**src/rtl/id_imm_gen_pipe.sv**
```systemverilog
// ID-stage immediate decoder (I/S/B/U/J, optional CSR zimm under ID_IMM_ZICSR_EN),
// sign-extended to XLEN and registered behind a valid/ready handshake with a 2-entry skid buffer.
module id_imm_gen_pipe #(
  parameter int XLEN      = 32,
  parameter int PASS_INST = 1
) (
  input  logic            clock,
  input  logic            reset,
  input  logic            flush,
  input  logic            in_valid,
  output logic            in_ready,
  input  logic [31:0]     in_inst,
  output logic            out_valid,
  input  logic            out_ready,
  output logic [XLEN-1:0] out_imm,
  output logic [2:0]      out_fmt,
  output logic [31:0]     out_inst
);

  localparam logic [2:0] FMT_NONE = 3'd0;
  localparam logic [2:0] FMT_I    = 3'd1;
  localparam logic [2:0] FMT_S    = 3'd2;
  localparam logic [2:0] FMT_B    = 3'd3;
  localparam logic [2:0] FMT_U    = 3'd4;
  localparam logic [2:0] FMT_J    = 3'd5;
  localparam logic [2:0] FMT_Z    = 3'd6;

  localparam logic [6:0] OPC_LOAD     = 7'b0000011;
  localparam logic [6:0] OPC_MISC_MEM = 7'b0001111;
  localparam logic [6:0] OPC_OP_IMM   = 7'b0010011;
  localparam logic [6:0] OPC_AUIPC    = 7'b0010111;
  localparam logic [6:0] OPC_STORE    = 7'b0100011;
  localparam logic [6:0] OPC_LUI      = 7'b0110111;
  localparam logic [6:0] OPC_BRANCH   = 7'b1100011;
  localparam logic [6:0] OPC_JALR     = 7'b1100111;
  localparam logic [6:0] OPC_JAL      = 7'b1101111;
  localparam logic [6:0] OPC_SYSTEM   = 7'b1110011;

  typedef struct packed {
    logic [2:0]      fmt;
    logic [XLEN-1:0] imm;
    logic [31:0]     inst;
  } entry_t;

  // Returns {fmt, imm32}; every format fits in 32 bits before the final sign extension.
  function automatic logic [34:0] decode_imm(input logic [31:0] inst);
    logic [2:0]  fmt;
    logic [31:0] imm;
    fmt = FMT_NONE;
    imm = 32'h0000_0000;
    case (inst[6:0])
      OPC_LOAD, OPC_OP_IMM, OPC_JALR, OPC_MISC_MEM: begin
        fmt = FMT_I;
        imm = {{20{inst[31]}}, inst[31:20]};
      end
      OPC_STORE: begin
        fmt = FMT_S;
        imm = {{20{inst[31]}}, inst[31:25], inst[11:7]};
      end
      OPC_BRANCH: begin
        fmt = FMT_B;
        imm = {{19{inst[31]}}, inst[31], inst[7], inst[30:25], inst[11:8], 1'b0};
      end
      OPC_LUI, OPC_AUIPC: begin
        fmt = FMT_U;
        imm = {inst[31:12], 12'h000};
      end
      OPC_JAL: begin
        fmt = FMT_J;
        imm = {{11{inst[31]}}, inst[31], inst[19:12], inst[20], inst[30:21], 1'b0};
      end
`ifdef ID_IMM_ZICSR_EN
      OPC_SYSTEM: begin
        if (inst[14]) begin
          fmt = FMT_Z;
          imm = {27'h000_0000, inst[19:15]};
        end else begin
          fmt = FMT_NONE;
          imm = 32'h0000_0000;
        end
      end
`else
      OPC_SYSTEM: begin
        fmt = FMT_NONE;
        imm = 32'h0000_0000;
      end
`endif
      default: begin
        fmt = FMT_NONE;
        imm = 32'h0000_0000;
      end
    endcase
    return {fmt, imm};
  endfunction

  logic [34:0]        dec_raw_s;
  logic signed [31:0] dec_imm32_s;
  entry_t             dec_entry_s;
  logic               accept_s;

  entry_t main_r;
  entry_t skid_r;
  logic   main_valid_r;
  logic   skid_valid_r;
  logic   in_ready_r;

  logic   main_valid_nxt_s;
  logic   skid_valid_nxt_s;
  logic   main_load_s;
  logic   main_from_skid_s;
  logic   skid_load_s;

  // Combinational decode of the incoming word into a buffer entry.
  always_comb begin
    dec_raw_s        = decode_imm(in_inst);
    dec_imm32_s      = dec_raw_s[31:0];
    dec_entry_s.fmt  = dec_raw_s[34:32];
    dec_entry_s.imm  = XLEN'(dec_imm32_s);
    dec_entry_s.inst = (PASS_INST != 0) ? in_inst : 32'h0000_0000;
  end

  assign accept_s = in_valid && in_ready_r;

  // Next-state of the two-entry buffer; flush wins over every transfer.
  always_comb begin
    main_valid_nxt_s = main_valid_r;
    skid_valid_nxt_s = skid_valid_r;
    main_load_s      = 1'b0;
    main_from_skid_s = 1'b0;
    skid_load_s      = 1'b0;
    if (flush) begin
      main_valid_nxt_s = 1'b0;
      skid_valid_nxt_s = 1'b0;
    end else if (!main_valid_r || out_ready) begin
      if (skid_valid_r) begin
        main_valid_nxt_s = 1'b1;
        main_load_s      = 1'b1;
        main_from_skid_s = 1'b1;
        skid_valid_nxt_s = accept_s;
        skid_load_s      = accept_s;
      end else begin
        main_valid_nxt_s = accept_s;
        main_load_s      = accept_s;
        main_from_skid_s = 1'b0;
        skid_valid_nxt_s = 1'b0;
        skid_load_s      = 1'b0;
      end
    end else begin
      // Main is stalled: a new word can only park in the skid slot.
      if (accept_s) begin
        skid_valid_nxt_s = 1'b1;
        skid_load_s      = 1'b1;
      end else begin
        skid_valid_nxt_s = skid_valid_r;
        skid_load_s      = 1'b0;
      end
    end
  end

  // Buffer state; in_ready is registered from the next skid occupancy.
  always_ff @(posedge clock or posedge reset) begin
    if (reset) begin
      main_valid_r <= 1'b0;
      skid_valid_r <= 1'b0;
      in_ready_r   <= 1'b1;
      main_r       <= '0;
      skid_r       <= '0;
    end else begin
      main_valid_r <= main_valid_nxt_s;
      skid_valid_r <= skid_valid_nxt_s;
      in_ready_r   <= !skid_valid_nxt_s;
      if (main_load_s) begin
        main_r <= main_from_skid_s ? skid_r : dec_entry_s;
      end
      if (skid_load_s) begin
        skid_r <= dec_entry_s;
      end
    end
  end

  assign in_ready  = in_ready_r;
  assign out_valid = main_valid_r;
  assign out_imm   = main_r.imm;
  assign out_fmt   = main_r.fmt;
  assign out_inst  = main_r.inst;

endmodule

```
**config.mk**
```make
export PLATFORM = sky130hd
export DESIGN_NAME = id_imm_gen_pipe
export DESIGN_NICKNAME = d
export VERILOG_FILES = /design/src/rtl/id_imm_gen_pipe.sv
export SDC_FILE = /design/constraint.sdc
export NUM_CORES = 1
export LEC_CHECK = 0
export ABC_AREA = 1
export BUFFER_PORTS_ARGS = -buffer_cell sky130_fd_sc_hd__buf_2
export CAP_MARGIN = 40
export CORE_MARGIN = 2
export CORE_UTILIZATION = 36
export DETAILED_ROUTE_END_ITERATION = 8
export MAX_ROUTING_LAYER = met4
export PLACE_DENSITY_LB_ADDON = 0.08
export SYNTH_ARGS = -nofsm -noshare
export SYNTH_HDL_FRONTEND = slang
export SYNTH_SLANG_ARGS = --single-unit
export TNS_END_PERCENT = 1
```
**constraint.sdc**
```tcl
create_clock -name clock -period 5.6 [get_ports clock]
set_clock_uncertainty 0.15 [all_clocks]
set_input_delay 1.12 -clock clock [delete_from_list [all_inputs] [get_ports clock]]
set_output_delay 1.12 -clock clock [all_outputs]
set_load 0.01 [all_outputs]
```
After elaboration in Yosys (flattened, before gate mapping)

Index checks and enable logic that the tools add are counted.

Register bits after elaboration: 137
Latch bits: 0
Memory bits (writable): 0
Memory bits (read-only): 0
Input bits: 37
Word-level logic and storage cells: 43
Memories kept: 0

$add $sub $neg: 0
$mul: 0
Divide/modulo/power cells: 0
Magnitude comparators: 0
Equality and inequality tests: 9
Shifts and indexed selects: 0
Muxes and demuxes: 18
Bitwise operators: 0
Reduce and logical (&&, ||, !) cells: 7

Operators by type and width:

| cell               | number |
|---|---|
| $pmux 32 s5        | 1 |
| $mux 67            | 1 |
| $eq 7x7->1 const B | 3 |
| $mux 1             | 15 |
| $pmux 3 s5         | 1 |
| $eq 7x5->1 const B | 2 |
| $eq 7x6->1 const B | 2 |
| $eq 7x2->1 const B | 1 |
| $eq 7x4->1 const B | 1 |
| $reduce_or 4->1    | 1 |
| $logic_not 1->1    | 2 |
| $reduce_bool 2->1  | 1 |
| $reduce_or 2->1    | 1 |
| $logic_and 1x1->1  | 1 |
| $logic_or 1x1->1   | 1 |

Logic depth before layout (Yosys ltp)

Gate-level depths: netlist of the first run.

Word-level depth: 5
Depth in mapped cells: 11

Worst setup path after synthesis of the first run

No wires, ideal clock.

Kind: input to register
From: in in_valid
To: reg skid_r[6] (netlist name)
Setup time: 0.130 ns
Arrival time: 1.975 ns
Required time: 5.320 ns
Slack: 3.345 ns
Stages: 7
Cell sequence: nand2_1 nor2_1 nand2_1 buf_2 buf_1 nand2_1 o21ai_0

Word-level cells in the longest chain between the ends: 4
Elaborated cells between the ends (all ways): 5
Those cells by class: 4 x mux; 1 x reduce/logical

RTL lines:

| element                          | RTL line | RTL |
|---|---|---|
| from (decl)                      | 10       | `input logic in_valid,` |
| $logic_and 1x1->1 *              | 122      | `assign accept_s = in_valid && in_ready_r;` |
| $mux 1, on equally long branches | 150, 135 |  |
| $mux 1 *                         | 134      | `end else if (!main_valid_r \|\| out_ready) begin` |
| $mux 1 *                         | 131      | `if (flush) begin` |
| to (signal assigned)             | 176      | `skid_r <= dec_entry_s;` |
| to (decl)                        | 102      | `entry_t skid_r;` |

Every way passes the cells marked *; elsewhere a longest branch is shown, timed or not.
A chain may end at the register's enable or synchronous reset.

Worst setup path after layout of the first run

From: in flush
To: reg main_r, in the netlist out_imm[31]

Word-level cells in the longest chain between the ends: 2
Elaborated cells between the ends (all ways): 3
Those cells by class: 3 x mux

RTL lines:

| element              | RTL line | RTL |
|---|---|---|
| from (decl)          | 9        | `input logic flush,` |
| $mux 1               | 131      |  |
| $mux 67              | 173      | `main_r <= main_from_skid_s ? skid_r : dec_entry_s;` |
| to (signal assigned) | 173      |  |
| to (decl)            | 101      | `entry_t main_r;` |

Parallel ways exist; a longest one is shown, timed or not.

==> key figures, run 1 <==
Critical path
  – Max incr delay on CP: 460 ps
  – Crit path cell chain: buf_2, nor2_4, inv_2, nor2_8, inv_2, buf_4, nand2_1, o21ai_1, nor2_1, nand2_1, nand2_1
  – Cell family with most CP delay: buffers and inverters
  – Worst R2R End: out_imm[31]$_DFFE_PP0P_
  – CP Buf/Inv Count: 4
  – Crit. End Element: flop
  – FF-to-FF path depth: 11
  – Max Fanout on Critical Path: 52
  – Startpoint Class: input pin
  – CP required: 5820 ps
  – Flop-to-flop setup slack: 2820 ps
  – Worst r2r src: skid_valid_r$_DFF_PP0_
  – WP data arrival: 3440 ps
  – Crit Path Class: input pin to flop
  – Top cell by count, worst path: nand2_1
  – Slowest stage cell, crit path: inv_2

Route
  – Routed WL: 19,000 um
  – DRC violation count after routing: 0
  – Initial DRC Count: 388
  – Routed len/inst: 15.5 um
  – Antenna Nets Post-Route: 0
  – Vias: 5,942
  – DRT Pass-1 Iters: 6
  – Detail-routed via count per cell: 4.83

Cells and area
  – Non-Filler Instances: 1,230
  – Nets@finish: 1,020
  – Final Instance Area: 8030 um2
  – # fillers: 1,976
  – Layout area overhead: 17.5%
  – Util after Layout: 0.431
  – ANT cells: 0
  – Ratio of cells with drive above 1 in the final layout: 0.184

CTS
  – Clk_lat worst skew: 420 ps
  – Clk slew on worst S/H paths: 60 ps
  – Post-CTS sizing: 0
  – CTS tree: done
  – Clock buffers created by TritonCTS: 17
  – Hold_buf cts: 0
  – Setup bufs post-CTS: 0
  – CTS Buffer Depth: 2
  – Root Buffer: clkbuf_16
  – Clk sinks: 137
  – CTS H-tree lvls: 4

Synthesis
  – Net count after synthesis: 941
  – Top cells by area, synth: dfrtp_1 50%, nand2_1 17%, o21ai_0 7.2%
  – Yosys warns: 0
  – Syn avg cell area: 7.56 um2
  – Most common cell in the synthesized netlist: nand2_1
  – Largest area contributor in the netlist: dfrtp_1
  – Async SR Flop Fraction: 1.00
  – Most used DFF post-synth: dfrtp_1
  – EDFF count, synth: 0
  – Distinct cells, synth: 28
  – Top-area cell type share of the netlist area: 0.498
  – #FFs+latches synth: 137
  – Mapped Area: 6840 um2
  – Synthesized instance count: 904
  – Commonest cells post-synth: 313 x nand2_1, 136 x dfrtp_1, 98 x o21ai_0
  – Post-synthesis sequential area ratio: 0.502

Floorplan
  – Initial Util: 0.367
  – Rows: 50
  – Top Ports: 106
  – Die Ht: 142 um
  – Die ar.: 20,100 um2
  – Chip width: 142 um
  – Core area: 18,600 um2

Hold path
  – Hold path depth: 2
  – Worst Hold Class: flop to flop
  – Hold_sp: out_imm[17]$_DFFE_PP0P_
  – Endpoint, Worst Hold: out_imm[17]$_DFFE_PP0P_

STA
  – Fin crit share: 0.576
  – Final WS setup: 2380 ps
  – Relative slew margins: 0.426
  – Final TNS setup: 0 ps
  – Fin. Hold Viols: 0
  – Max Transition Viols Final: 0
  – Fmax achieved: 310 MHz
  – Actual slew at the worst max-slew pin: 860 ps
  – Unrepaired setup endpoints after global routing: no
  – Final setup fails: 0
  – Fin crit period: 3220 ps

Pwr
  – Net Sw Power: 821 uW
  – Switching Fraction: 0.293
  – P per Cell Area: 349 nW/um2
  – Logic gate share of total power: 0.157
  – Maximum VDD drop: 199 uV
  – Clk network pwr share: 0.387
  – Leak: 4.57 nW
  – Pint: 1.98 mW
  – Sequential share of power: 0.456

Place
  – Placed Area: 7470 um2
  – GPL Wtd Cong: 0.792
  – Dpl ws: 1920 ps
  – Port Buffer Count: 105
  – Dpl cells: 1,198
  – Hpwl dp: 12,800 um

GRT
  – Antenna violations before repair: 0
  – Vias in the first global route: 5,631
  – Global-route wire length before repair: 30,600 um
  – Largest net degree at the start of global routing: 76
  – Overflow left after global routing: 0
  – All-Layer GR Usage: 0.204

Run status
  – Status: complete, no violations

Flow run
  – Max Cap Violations: 0
## metrics by stage
step / power [mW] / hold slack (ps)
3_3_place_gp: 1.74 / 309
5_1_grt: 2.97 / 341
4_1_cts: 2.84 / 327
3_5_place_dp: 1.74 / 311
6_report: 2.80 / 321
2_1_floorplan: 1.57 / 294
## worst max-delay path by stage
stage / end / slack [ps] / cells after the start / from
final: out_imm[31]$_DFFE_PP0P_ / 2380 / 11 / flush
after global routing: out_imm[31]$_DFFE_PP0P_ / 2130 / 11 / flush
after CTS: out_imm[31]$_DFFE_PP0P_ / 2360 / 11 / flush
after detailed placement: out_imm[31]$_DFFE_PP0P_ / 1920 / 11 / flush
after global placement: out_imm[31]$_DFFE_PP0P_ / 1950 / 11 / flush
after floorplan: out_fmt[0]$_DFFE_PP0P_ / 660 / 1 / reset
## cells in the final DEF, fill, tap and decap left out, drive strengths merged
| cell type | count |
|---|---|
| nor3 | 2 |
| clkinv | 5 |
| a31oi | 3 |
| dfstp | 1 |
| nand3 | 82 |
| bufinv | 1 |
| clkinvlp | 3 |
| nand2 | 316 |
| a21oi | 31 |
| clkbuf | 20 |
| nor2 | 58 |
| o21ai | 138 |
| buf | 118 |
| dfrtp | 136 |
| o31ai | 1 |
| inv | 81 |
## registers in the layout (all words and copies together), names as in the netlist
register and cells:
out_fmt 3, skid_r 67, out_inst 32, out_imm 32, skid_valid_r 1, out_valid 1, in_ready 1
## worst register-to-register path, stage by stage, from the launching register on
cell and delay (ps):
dfrtp_1 320, inv_1 80, nor2_4 320, inv_2 160
nor2_8 390, inv_2 460, buf_4 450, nand2_1 140
o21ai_1 70, nor2_1 80, nand2_1 60, nand2_1 50
## routing by layer
layer,up-vias,global-route usage,share of wire
met5,-,-,0
met2,149,0.302,0.44
met1,2727,0.287,0.50
met4,0,0.0605,0.015
met3,21,0.0371,0.050
li1,3045,-,-
## cell families after synthesis
family          Yosys count  share of synthesized area
simple gates            458                      0.281
compound gates          173                      0.131
flops                   137                      0.502
buf+inv                 136                     0.0866
## cell type report
type / instances / area (um2) / area share
Clock buffer: 20 / 447 / 0.0556
Clock inverter: 12 / 119 / 0.0148
Inverter: 78 / 298 / 0.0371
Multi-Input combinational cell: 631 / 2820 / 0.351
Sequential cell: 137 / 3430 / 0.427
Tap cell: 234 / 293 / 0.0364
Timing Repair Buffer: 118 / 631 / 0.0785
## power groups by stage
stage               Clock, mW  Sequential [mW]  Combinational, mW
CTS                      1.11             1.28              0.450
global placement            0             1.29              0.445
detailed placement          0             1.29              0.449
global route             1.16             1.30              0.511
finish                   1.09             1.28              0.440
floorplan                   0             1.31              0.261
Note: power is estimated with default switching activity, not from simulation.
==> inputs of run 2 (changes only) <==
==> constraint.sdc (replaced) <==
create_clock -name clock -period 3.2 [get_ports clock]
set_clock_uncertainty 0.15 [all_clocks]
set_input_delay 0.64 -clock clock [delete_from_list [all_inputs] [get_ports clock]]
set_output_delay 0.64 -clock clock [all_outputs]
set_load 0.01 [all_outputs]
==> key figures, run 2 (same netlist as run 1, synthesis figures left out) <==
Floorplan
  – Die ar.: 20,100 um2 (unchanged)
  – Chip width: 142 um (unchanged)
  – Rows: 50 (unchanged)
  – Top Ports: 106 (unchanged)
  – Core area: 18,600 um2 (unchanged)
  – Initial Util: 0.367 (unchanged)
  – Die Ht: 142 um (unchanged)

Critical path
  – Worst R2R End: out_imm[31]$_DFFE_PP0P_
  – Crit Path Class: flop to flop
  – CP required: 3360 ps (-2460 ps)
  – Worst r2r src: skid_valid_r$_DFF_PP0_
  – Max Fanout on Critical Path: 49 (-5.8%)
  – Startpoint Class: flop
  – WP data arrival: 2320 ps (-1120 ps)
  – Critical path startpoint: skid_valid_r$_DFF_PP0_
  – Crit. End Element: flop
  – Flop-to-flop setup slack: 1030 ps (-1790 ps)
  – FF-to-FF path depth: 11 (unchanged)

STA
  – Actual slew at the worst max-slew pin: 585 ps (-275 ps)
  – Max Transition Viols Final: 0 (unchanged)
  – Unrepaired setup endpoints after global routing: no
  – Fin crit share: 0.677
  – Final TNS setup: 0 ps (unchanged)
  – Fin crit period: 2170 ps
  – Final setup fails: 0 (unchanged)
  – Fin. Hold Viols: 0 (unchanged)
  – Relative slew margins: 0.608 (+0.182)
  – Fmax achieved: 462 MHz

Pwr
  – Sequential share of power: 0.433 (-0.023)
  – Maximum VDD drop: 363 uV (+83%)
  – Logic gate share of total power: 0.154 (-0.003)
  – Switching Fraction: 0.274 (-0.0193)
  – Net Sw Power: 1.41 mW (+72%)
  – Clk network pwr share: 0.413 (+0.026)
  – Leak: 4.67 nW (+2.2%)
  – P per Cell Area: 625 nW/um2 (+79%)
  – Pint: 3.74 mW (+89%)

Hold path
  – Worst Hold Class: input pin to async pin

CTS
  – Clock buffers created by TritonCTS: 17 (unchanged)
  – Setup bufs post-CTS: 0 (unchanged)
  – Clk_lat worst skew: 410 ps (about the same)
  – CTS Buffer Depth: 2 (unchanged)
  – CTS tree: done
  – Root Buffer: clkbuf_16
  – CTS H-tree lvls: 4 (unchanged)
  – Clk slew on worst S/H paths: 60 ps (about the same)
  – Clk sinks: 137 (unchanged)
  – Hold_buf cts: 0 (unchanged)
  – Post-CTS sizing: 0 (unchanged)

Cells and area
  – Final Instance Area: 8230 um2 (+2.5%)
  – Commonest non-fill, non-tap cell in the layout: nand2_1
  – ANT cells: 0 (unchanged)
  – Largest register by flop count: skid_r
  – Nets@finish: 1,026 (+0.59%)
  – Ratio of cells with drive above 1 in the final layout: 0.191 (+0.00688)
  – Multi-input gate area: 2820 um2 (unchanged)
  – Layout area overhead: 20.5%
  – Most frequent cells in the layout: 312 x nand2_1, 136 x dfrtp_1, 105 x buf_2
  – # fillers: 1,937 (-2.0%)
  – Flip-flop count of the largest register after layout: 67 (unchanged)
  – Sequential cell area: 3430 um2 (unchanged)

GRT
  – All-Layer GR Usage: 0.204 (-0.000263)
  – Vias in the first global route: 5,836 (+3.6%)
  – Global-route wire length before repair: 31,100 um (+1.4%)
  – Overflow left after global routing: 0 (unchanged)
  – Antenna violations before repair: 0 (unchanged)
  – Largest net degree at the start of global routing: 68 (-11%)

Route
  – Vias: 6,018 (+1.3%)
  – Antenna Nets Post-Route: 0 (unchanged)
  – Routed WL: 18,800 um (-0.96%)
  – Routed len/inst: 15.2 um (-1.4%)
  – DRC violation count after routing: 0 (unchanged)
  – DRT Pass-1 Iters: 5 (-1)
  – Detail-routed via count per cell: 4.87 (+0.79%)
  – Initial DRC Count: 515 (+33%)

Place
  – Hpwl dp: 12,800 um (+0.11%)
  – GPL Wtd Cong: 0.789 (-0.35%)
  – Placed Area: 7590 um2 (+1.7%)
  – Port Buffer Count: 105 (unchanged)

Run status
  – Status: complete, no violations

Flow run
  – Max Cap Violations: 0 (unchanged)
## run 2: worst max-delay path by stage
stage / end / slack, ps
CTS: out_imm[31]$_DFFE_PP0P_ / 990
detailed placement: out_imm[31]$_DFFE_PP0P_ / 670
floorplan: out_fmt[0]$_DFFE_PP0P_ / 700
finish: out_imm[31]$_DFFE_PP0P_ / 1030
global placement: out_fmt[1]$_DFFE_PP0P_ / 640
global route: out_inst[25]$_DFFE_PP0P_ / 830
## run 2: cell type report
type	count	share of cell area
flip-flops and latches	137	0.417
multi-input cells	631	0.342
repair buffers	124	0.0918
clock buffers	23	0.0617
inverters	78	0.0360
well taps	234	0.0356
clock inverters	9	0.0164
## run 2: power by group through the flow
stage                     Sequential [mW]  Combinational (mW)  Clock (mW)
after floorplan                      2.29               0.457           0
after global placement               2.26               0.794           0
after detailed placement             2.26               0.806           0
after CTS                            2.23               0.811        2.17
after global routing                 2.27               0.919        2.25
final                                2.23               0.793        2.13
## run 2: stage by stage
stage                     setup slack [ps]  hold WS (ps)  cells   util  total power [mW]
after floorplan                        704           294    904      -              2.75
after CTS                              993          61.5   1236  0.442              5.22
after global routing                   826          84.8   1236  0.442              5.44
after global placement                 642           310   1203  0.406              3.05
after detailed placement               667           310   1204  0.407              3.07
final                                 1030          60.9   1236  0.442              5.15
## run 2: critical path, stage by stage, from the launching register on
cell and delay [ps]:
dfrtp_1 360, inv_1 120, nor2_4 110, inv_2 160, nor2_8 40, inv_2 420
buf_12 300, nand2_1 100, o21ai_1 120, nor2_1 60, nand2_1 60, nand2_1 50
## run 2: routing by layer
| metal | vias to the layer above | GRT usage | share of wire |
|---|---|---|---|
| met5 | - | - | 0 |
| met4 | 0 | 0.0579 | 0.013 |
| met3 | 13 | 0.0442 | 0.049 |
| met2 | 147 | 0.304 | 0.45 |
| met1 | 2817 | 0.282 | 0.49 |
| li1 | 3041 | - | - |
